`src/rtl/enemy_spawner.sv`:
```
// Enemy table: spawns on togenerate rising edge, scrolls left on tick, retires at x<STEP.
// Optional ENEMY_PENDING_EN: one-deep pending request served when a slot frees.
module enemy_spawner #(
    parameter int SLOTS   = 4,
    parameter int XW      = 10,
    parameter int SPAWN_X = 639,
    parameter int STEP    = 2,
    parameter int KINDW   = 2
) (
    input  logic                          clock,
    input  logic                          rst,
    input  logic                          tick,
    input  logic                          pause,
    input  logic                          togenerate,
    output logic [SLOTS-1:0]              enemy_valid,
    output logic [SLOTS*(XW+KINDW)-1:0]   enemy_data,
    output logic [3:0]                    enemy_count,
    output logic                          spawn_ack,
    output logic                          spawn_drop
);
    localparam int W  = XW + KINDW;
    localparam int IW = (SLOTS > 1) ? $clog2(SLOTS) : 1;

    logic [SLOTS-1:0] valid, nv;
    logic [XW-1:0]    x  [SLOTS];
    logic [XW-1:0]    nx [SLOTS];
    logic [KINDW-1:0] kind [SLOTS];
    logic [KINDW-1:0] nk   [SLOTS];
    logic [7:0]       lfsr;
    logic             tg_q;
    logic             pending, npend;
    logic             req, alloc, free_any;
    logic [IW-1:0]    free_idx;
    logic             ack_n, drop_n;
    logic [3:0]       cnt_n;

    assign req = togenerate & ~tg_q;

    always_comb begin
        nv       = valid;
        nx       = x;
        nk       = kind;
        npend    = pending;
        alloc    = 1'b0;
        ack_n    = 1'b0;
        drop_n   = 1'b0;
        free_any = 1'b0;
        free_idx = '0;
        cnt_n    = '0;
        // Free slot is judged on the table as it stood before this edge.
        for (int i = SLOTS - 1; i >= 0; i--) begin
            if (!valid[i]) begin
                free_any = 1'b1;
                free_idx = IW'(i);
            end
        end
        if (tick && !pause) begin
            for (int i = 0; i < SLOTS; i++) begin
                if (valid[i]) begin
                    if (x[i] < XW'(STEP)) begin
                        nv[i] = 1'b0;
                        nx[i] = '0;
                    end else begin
                        nx[i] = x[i] - XW'(STEP);
                    end
                end
            end
        end
`ifdef ENEMY_PENDING_EN
        if (pending && free_any) begin
            alloc = 1'b1;
            npend = req;
        end else if (req) begin
            if (pending)       drop_n = 1'b1;
            else if (free_any) alloc  = 1'b1;
            else               npend  = 1'b1;
        end
`else
        npend = 1'b0;
        if (req) begin
            if (free_any) alloc  = 1'b1;
            else          drop_n = 1'b1;
        end
`endif
        if (alloc) begin
            nv[free_idx] = 1'b1;
            nx[free_idx] = XW'(SPAWN_X);
            nk[free_idx] = lfsr[KINDW-1:0];
            ack_n        = 1'b1;
        end
        for (int i = 0; i < SLOTS; i++) begin
            cnt_n = cnt_n + 4'(nv[i]);
        end
    end

    always_ff @(posedge clock or negedge rst) begin
        if (!rst) begin
            valid       <= '0;
            lfsr        <= 8'hA5;
            tg_q        <= 1'b0;
            pending     <= 1'b0;
            enemy_count <= '0;
            spawn_ack   <= 1'b0;
            spawn_drop  <= 1'b0;
            for (int i = 0; i < SLOTS; i++) begin
                x[i]    <= '0;
                kind[i] <= '0;
            end
        end else begin
            valid       <= nv;
            lfsr        <= {lfsr[6:0], lfsr[7] ^ lfsr[5] ^ lfsr[4] ^ lfsr[3]};
            tg_q        <= togenerate;
            pending     <= npend;
            enemy_count <= cnt_n;
            spawn_ack   <= ack_n;
            spawn_drop  <= drop_n;
            for (int i = 0; i < SLOTS; i++) begin
                x[i]    <= nx[i];
                kind[i] <= nk[i];
            end
        end
    end

    assign enemy_valid = valid;

    for (genvar g = 0; g < SLOTS; g++) begin : g_pack
        assign enemy_data[g*W +: W] = {kind[g], x[g]};
    end
endmodule

```
`config.mk`:
```
export PLATFORM = sky130hd
export DESIGN_NAME = enemy_spawner
export DESIGN_NICKNAME = d
export VERILOG_FILES = /design/src/rtl/enemy_spawner.sv
export SDC_FILE = /design/constraint.sdc
export NUM_CORES = 1
export LEC_CHECK = 0
export BUFFER_PORTS_ARGS = -buffer_cell sky130_fd_sc_hd__buf_2
export CORE_MARGIN = 5
export CORE_UTILIZATION = 54
export CTS_CLUSTER_DIAMETER = 120
export CTS_CLUSTER_SIZE = 24
export DETAILED_ROUTE_END_ITERATION = 7
export HOLD_SLACK_MARGIN = 0.03
export PLACE_DENSITY = 0.85
export SETUP_SLACK_MARGIN = 0.4
export SLEW_MARGIN = 20
export SYNTH_ARGS = -nofsm -noshare
export SYNTH_HDL_FRONTEND = slang
export SYNTH_SLANG_ARGS = --single-unit
```
`constraint.sdc`:
```
create_clock -name clock -period 3.68 [get_ports clock]
set_clock_uncertainty 0.2 [all_clocks]
set_input_delay 0.92 -clock clock [delete_from_list [all_inputs] [get_ports clock]]
set_output_delay 0.92 -clock clock [all_outputs]
set_load 0.05 [all_outputs]
```
Word-level counts from Yosys, hierarchy flattened --
Index checks and enable logic that the tools add are counted.
Storage, ports and cells: bits in registers 67, input port bits 5, output and inout port bits 58, word-level logic and storage cells 83
Cells by class: $add $sub $neg 7, $lt $le $gt $ge 8, multiplexer cells 40, bitwise operators 10, reduce and logical (&&, ||, !) cells 4
Operator list (number):
- 10-bit two-way mux | 9
- 40-bit two-way mux | 2
- 10-bit by 2-bit < comparator with 1-bit output (second input constant) | 4
- 10-bit by 2-bit subtractor with 10-bit output (second input constant) | 4
- 32-bit bitwise OR | 1
- 10-bit demux with 2-bit select | 1
- 1-bit two-way mux | 18
- 2-bit two-way mux | 5
- 8-bit AND | 1
- 8-bit bitwise mux | 1
- 4-bit two-way mux | 2
- 8-bit inverter | 1
- 3-bit by 1-bit adder with 4-bit output | 1
- 2-bit demux with 2-bit select | 1
- 4-bit bitwise OR | 1
- 2-bit by 1-bit adder with 3-bit output | 1
- 3-bit >= comparator (second input constant) | 1
- 1-bit logical AND | 3
- 2-bit by 3-bit < comparator with 1-bit output (second input constant) | 1
- 3-bit by 1-bit < comparator with 1-bit output (second input constant) | 1
- 2-bit inverter with 3-bit output | 1
- 1-bit bitwise XOR | 3
- 1-bit by 1-bit adder with 2-bit output | 1
- 1-bit demux with 2-bit select | 1
- other kinds (4) | 4

Longest topological paths before layout --
Gate-level depths: netlist (run 1).
depth in word-level cells 13, gate-level depth with buffers 8, gate-level depth less buffers 7

Worst setup path after synthesis (run 1) --
OpenSTA, ideal clock, no wires.
path kind input -> register, start point input tick, end point register enemy_count[1], library setup time 0.126 ns, arrival 2.696 ns, data required time 3.354 ns, slack 0.658 ns, cell stages on the path 8, path buffers 1, path through nor2b_1 -> clkbuf_1 -> nand2_1 -> nor3_1 -> a21oi_1 -> fa_1 -> ha_1 -> ha_1
Between the ends: word-level cells in the longest chain between the ends 7
Ends and longest elaborated chain:
- start, declared | line 12 | input logic tick,
- 1-bit logical AND * | line 57 | if (tick && !pause) begin
- 4-bit two-way mux * | line 57
- 4-bit bitwise OR (no source line)
- 4-bit two-way mux * | line 85 | if (alloc) begin
- named net nv[0] | line 24 | logic [SLOTS-1:0] valid, nv;
- 1-bit by 1-bit adder with 2-bit output * | line 92 | cnt_n = cnt_n + 4'(nv[i]);
- 2-bit by 1-bit adder with 3-bit output * | line 92
- 3-bit by 1-bit adder with 4-bit output * | line 92
- named net cnt_n[1] | line 35 | logic [3:0] cnt_n;
- end signal, assigned | line 114 | enemy_count <= cnt_n;
- end, declared | line 17 | output logic [3:0] enemy_count,
The timed path passes the listed nets; every way through them passes the cells marked *. A chain may end at the register's enable or synchronous reset.

Worst setup path in the final report (run 1) --
start point input togenerate, end point register enemy_count[1]
Between the ends: elaborated cells on any way between the ends 6, those cells by class add/sub: 3; mux: 2; bitwise: 1
RTL lines:
- start, declared | line 14 | input logic togenerate,
- 1-bit AND | line 37 | assign req = togenerate & ~tg_q;
- 1-bit two-way mux | line 80 | if (req) begin
- 4-bit two-way mux | line 85
- named net nv[3] | line 24
- 3-bit by 1-bit adder with 4-bit output | line 92
- named net cnt_n[1] | line 35
The timed path passes the listed nets, and every way through them passes these cells.

==> impl_metrics.tcl, run 1 <==
set metrics [dict create \
    vias 2476 \
    required_ps 3710 \
    finalWirelength_um 6970 \
    grt_remaining_overflow 0 \
    ff2ff_setup_slack_ps 890 \
    endpoint_kind "register" \
    cts_setup_buffers 0 \
    period_share 0.772 \
    worst_pin_slew_ps 678 \
    grt_pass1_vias 2419 \
    cts_made_buffers 9 \
    timing.final.crit_period_ps 2840 \
    syn_nets 298 \
    dieHeight_um 84.8 \
    synth-edff-count 0 \
    relSlewSlack 0.546 \
    yosysUniqueCellTypes 48 \
    pin_count 63 \
    crit_type "primary input to register" \
    leakagePower_uw 0.00166 \
    die-area_mm2 0.00719 \
    r2r_cells 7 \
    dieWidth_um 84.8 \
    max_freq_mhz 352 \
    ant_nets 0 \
    synth_cells 286 \
    wl_per_cell_um 16.2 \
    drive_gt1_frac 0.261 \
    p_per_area_mw_per_mm2 903 \
    syn_to_final_growth_pct 19.1 \
    globalplace.congestion 0.861 \
    vias_per_cell 5.77 \
    cts_resized 0 \
    clock_latency_ps 340 \
    syn_area_mm2 0.00302 \
    initial_utilization 0.552 \
    status "finished clean" \
    hold_path_depth 0 \
    cp-start-kind "primary input" \
    whs_ps 155 \
    antenna_found_initial 0 \
    core_area_mm2 0.00547 \
    fin_setup_tns_ps 0 \
    row_count 27 \
    reg2reg_from "enemy_data[17]" \
    clock_sinks 66 \
    cts_hold_buf 0 \
    drt_iter0_markers 101 \
    ys_seq_area_frac 0.548 \
    critPathMaxFanout 6 \
    root_buffer "clkbuf_8" \
    grt_pass1_wl_um 11800 \
    htree_num_levels 3 \
    hold_viol 0 \
    grt_max_degree 38 \
    ys.warnings.count 0 \
    ys.flop_type "dfrtp_1" \
    cts.path.max_buffers 2 \
    ys_seq_elements 66 \
    r2r-end "enemy_count[1]" \
    drc_errors 0 \
    portBuffers 61 \
    async_reset_ff_frac 1.00 \
    cts_tree "done" \
    syn_area_per_cell_um2 10.6 \
    num_antenna_cells 0 \
    yosysTopAreaCellShare 0.513 \
    synth_area_leaders "dfrtp_1, o31ai_1, nand2_1" \
    setup_viol 0 \
    dr.pass1.iters 4 \
    synth_common_cells "dfrtp_1, nand2_1, o31ai_1" \
    hpwl_um 5100 \
    nNetsFinal 364 \
    hold_start "lfsr[6]" \
    max_cap_violations 0 \
    synth_top_area_cell "dfrtp_1" \
    slew_viol_final 0 \
    yosysMostFrequentCell "dfrtp_1" \
    clkTransAtPathRegs_ps 70 \
    grt_setup_unrepaired "false" \
    hp-class "register to register" \
    critPathArrivalTime_ps 2870 \
    grt_use_total 0.207 \
    min_to "lfsr[7]" \
    peakVddDrop_uv 575 \
]
==> critical path, cell delays in order <==
cell and delay [ps]:
buf_2 100, nand4b_1 250, or3b_2 590, nand2_1 120, fa_1 430, ha_1 190, ha_1 260
==> state kept, by name, summed over array words and instances, names as in the netlist <==
signal       cells
enemy_count      3
spawn_drop       1
spawn_ack        1
tg_q             1
enemy_data      48
lfsr             8
enemy_valid      4
==> layout make-up <==
type | instances | area (µm²)
Timing Repair Buffer | 66 | 343
Fill cell | 455 | 1870
Multi-Input combinational cell | 197 | 1260
Clock inverter | 3 | 65.1
Clock buffer | 13 | 139
Inverter | 12 | 45.0
Tap cell | 72 | 90.1
Sequential cell | 66 | 1660
==> cell usage in the layout (no fill, tap or decap), types with 3 or more instances in the layout <==
cell	n
dfrtp_1	62
buf_2	61
nand2_1	32
o31ai_1	22
a21oi_1	21
nor2_1	16
inv_1	12
nor3_1	11
clkbuf_8	9
or3_1	8
nand3_1	7
o21ai_0	7
ha_1	6
nand4b_1	5
nand3b_1	5
buf_4	5
nand2b_1	4
nor2b_1	4
mux2i_1	4
o311ai_0	4
xnor2_1	4
nand4_1	4
clkbuf_1	4
dfstp_2	4
nor4_1	3
xor2_1	3
==> layer usage <==
layer  GRT usage  part of all wire
met5           0                 0
met1       0.269              0.41
met2       0.322              0.48
met3      0.0757             0.088
met4      0.0691             0.024
==> power by group <==
part           internal [µW]  switching (µW)  leakage, µW
Combinational            361            1070     0.000776
Sequential               930             245     0.000782
Clock                    382             258     0.000102
==> how the worst max path moves through the flow <==
stage | slack, ps | startpoint | to | depth (start not counted)
floorplan | 660 | tick | enemy_count[1] | 8
global placement | 600 | togenerate | enemy_count[1] | 7
detailed placement | 530 | togenerate | enemy_count[1] | 7
CTS | 850 | togenerate | enemy_count[1] | 7
global route | 680 | enemy_data[5] | enemy_count[1] | 7
finish | 840 | togenerate | enemy_count[1] | 7
==> metrics by stage <==
stage	cells	power, µW	setup WS, ps	utilization	area (µm²)
2_1_floorplan	286	2250	658	-	3020
3_3_place_gp	413	2590	599	0.621	3400
3_5_place_dp	413	2630	526	0.621	3400
4_1_cts	429	3270	852	0.658	3600
5_1_grt	429	3440	682	0.658	3600
6_report	429	3250	839	0.658	3600
==> cell families after synthesis <==
kind of cell | share of synthesized area
and+or+nand+nor | 0.202
DFF | 0.548
AOI/OAI and AO/OA | 0.142
buffers and inverters | 0.0344
adders and majority gates | 0.0315
xor gates and xnor gates | 0.0203
muxes | 0.0207
other | 0.00124
No activity file was read; power rests on OpenSTA's default activity.
==> run 2, diff against run 1 <==
==> constraint.sdc (replaced) <==
create_clock -name clock -period 2.8 [get_ports clock]
set_clock_uncertainty 0.2 [all_clocks]
set_input_delay 0.7 -clock clock [delete_from_list [all_inputs] [get_ports clock]]
set_output_delay 0.7 -clock clock [all_outputs]
set_load 0.05 [all_outputs]
==> impl_metrics.tcl, run 2 (synthesis results as in run 1) <==
set metrics [dict create \
    p_seq_frac 0.348 \
    hold_viol 0 \
    vias 2559 \
    setup_viol 0 \
    grt-busiest-layer "met2" \
    period_share 0.894 \
    htree_num_levels 3 \
    peakVddDrop_uv 806 \
    max_cap_violations 0 \
    final_common_cell "buf_2" \
    hpwl_um 5380 \
    required_ps 2820 \
    place_inst 423 \
    drc_errors 0 \
    final_cell_mix "buf_2, dfrtp_1, nand2_1, o31ai_1, buf_4" \
    drt_iter0_markers 140 \
    num_antenna_cells 0 \
    relSlewSlack 0.527 \
    grt_setup_unrepaired "true" \
    row_count 27 \
    sw_frac_of_total 0.491 \
    leakagePower_uw 0.00176 \
    final_cells 447 \
    cpMostUsedCell "ha_4" \
    antenna_found_initial 0 \
    global_route.usage.met1 0.273 \
    grt_use_total 0.210 \
    p_comb_frac 0.482 \
    worst-path-buf-inv 0 \
    pre_cts_slack_ps 30.3 \
    ff_latch_area_mm2 0.00168 \
    clkTransAtPathRegs_ps 70 \
    grt_use_met3 0.0447 \
    worst_slack_ps 296 \
    root_buffer "clkbuf_8" \
    p_per_area_mw_per_mm2 1150 \
    cp-start-kind "register" \
    clock_sinks 66 \
    dr.pass1.iters 4 \
    cts_tree "done" \
    wl_per_cell_um 16.5 \
    hp-class "primary input to async pin" \
    critPathArrivalTime_ps 2530 \
    vias_per_cell 5.72 \
    p_int_uw 2250 \
    core_area_mm2 0.00547 \
    slowest_delay_ps 490 \
    max_freq_mhz 399 \
    clkPwrFrac 0.170 \
    grt_remaining_overflow 0 \
    ant_nets 0 \
    pin_count 63 \
    largest_reg_flops 48 \
    met2_usage 0.343 \
    initial_utilization 0.552 \
    die-area_mm2 0.00719 \
    finalWirelength_um 7390 \
    portBuffers 61 \
    syn_to_final_growth_pct 27.1 \
    grt_pass1_wl_um 12000 \
    dieWidth_um 84.8 \
    multi_input_area_mm2 0.00136 \
    critPathMaxFanout 3 \
    cts.path.max_buffers 2 \
    clock_latency_ps 330 \
    endpoint_kind "register" \
    nNetsFinal 382 \
    fin_setup_tns_ps 0 \
    nFillCells 417 \
    timing.final.crit_period_ps 2500 \
    slowest_stage "fa_1" \
    grt_pass1_vias 2530 \
    drive_gt1_frac 0.365 \
    cts_made_buffers 9 \
    status "finished clean" \
    globalplace.congestion 0.868 \
    crit_type "register to register" \
    slew_viol_final 0 \
    critPathTopFamily "adder cells" \
    worst_pin_slew_ps 706 \
    p_sw_uw 2170 \
    dieHeight_um 84.8 \
    cp_cell_sequence "or3_4, nor3_4, nand2_1, a21o_1, fa_1, ha_4, ha_4" \
    grt_max_degree 29 \
]
run 2: cell types whose count changed in the layout (fill, tap and decap cells not counted), sizes merged:
cell / change
buf: +18
bufinv: -1
clkinv: +1
run 2: metrics by stage:
step | hold WS [ps] | total power, µW | instance area, µm² | utilization
floorplan | 133 | 2980 | 3070 | -
global placement | 137 | 3460 | 3520 | 0.644
detailed placement | 145 | 3540 | 3520 | 0.644
CTS | 132 | 4360 | 3780 | 0.690
global route | 149 | 4670 | 3840 | 0.702
finish | 124 | 4420 | 3840 | 0.702
run 2: layout make-up:
class,instances,share of cell area
well taps,72,0.0235
clock buffers,13,0.0362
repair buffers,84,0.128
clock inverters,3,0.0104
flip-flops and latches,66,0.436
inverters,12,0.0117
multi-input cells,197,0.354
run 2: routing by layer:
| metal | vias to the layer above | wire (µm) |
|---|---|---|
| met2 | 86 | 3550 |
| met3 | 13 | 434 |
| met4 | 0 | 155 |
| met1 | 1253 | 3250 |
| met5 | - | 0 |
| li1 | 1207 | - |
run 2: path summary, 6_finish.rpt:
check / startpoint / end / slack (ps) / cells past startpoint
setup / recovery: enemy_data[14] / enemy_count[1] / 300 / 7
hold / removal: rst / enemy_data[11] / 120 / 1
setup reg to reg: enemy_data[14] / enemy_count[1] / 300 / 7
hold reg to reg: lfsr[6] / lfsr[7] / 150 / 0
max in group asynchronous: rst / lfsr[0] / 1700 / 2
min in group clock: lfsr[6] / lfsr[7] / 150 / 0
run 2: what timing repair did:
item                                   4_1_cts  5_1_grt
setup endpoints to repair                    3        3
hold buffers                                 0        0
pin swaps                                    2        4
gates resized for setup                      6       10
endpoints found under the hold margin        0        0
setup buffers                                5        3
run 2: power groups by stage:
stage / Combinational, µW / Sequential [µW] / Clock, µW
3_5_place_dp: 1990 / 1550 / 0
3_3_place_gp: 1940 / 1520 / 0
2_1_floorplan: 558 / 2430 / 0
5_1_grt: 2280 / 1590 / 802
6_report: 2130 / 1540 / 752
4_1_cts: 2070 / 1530 / 759
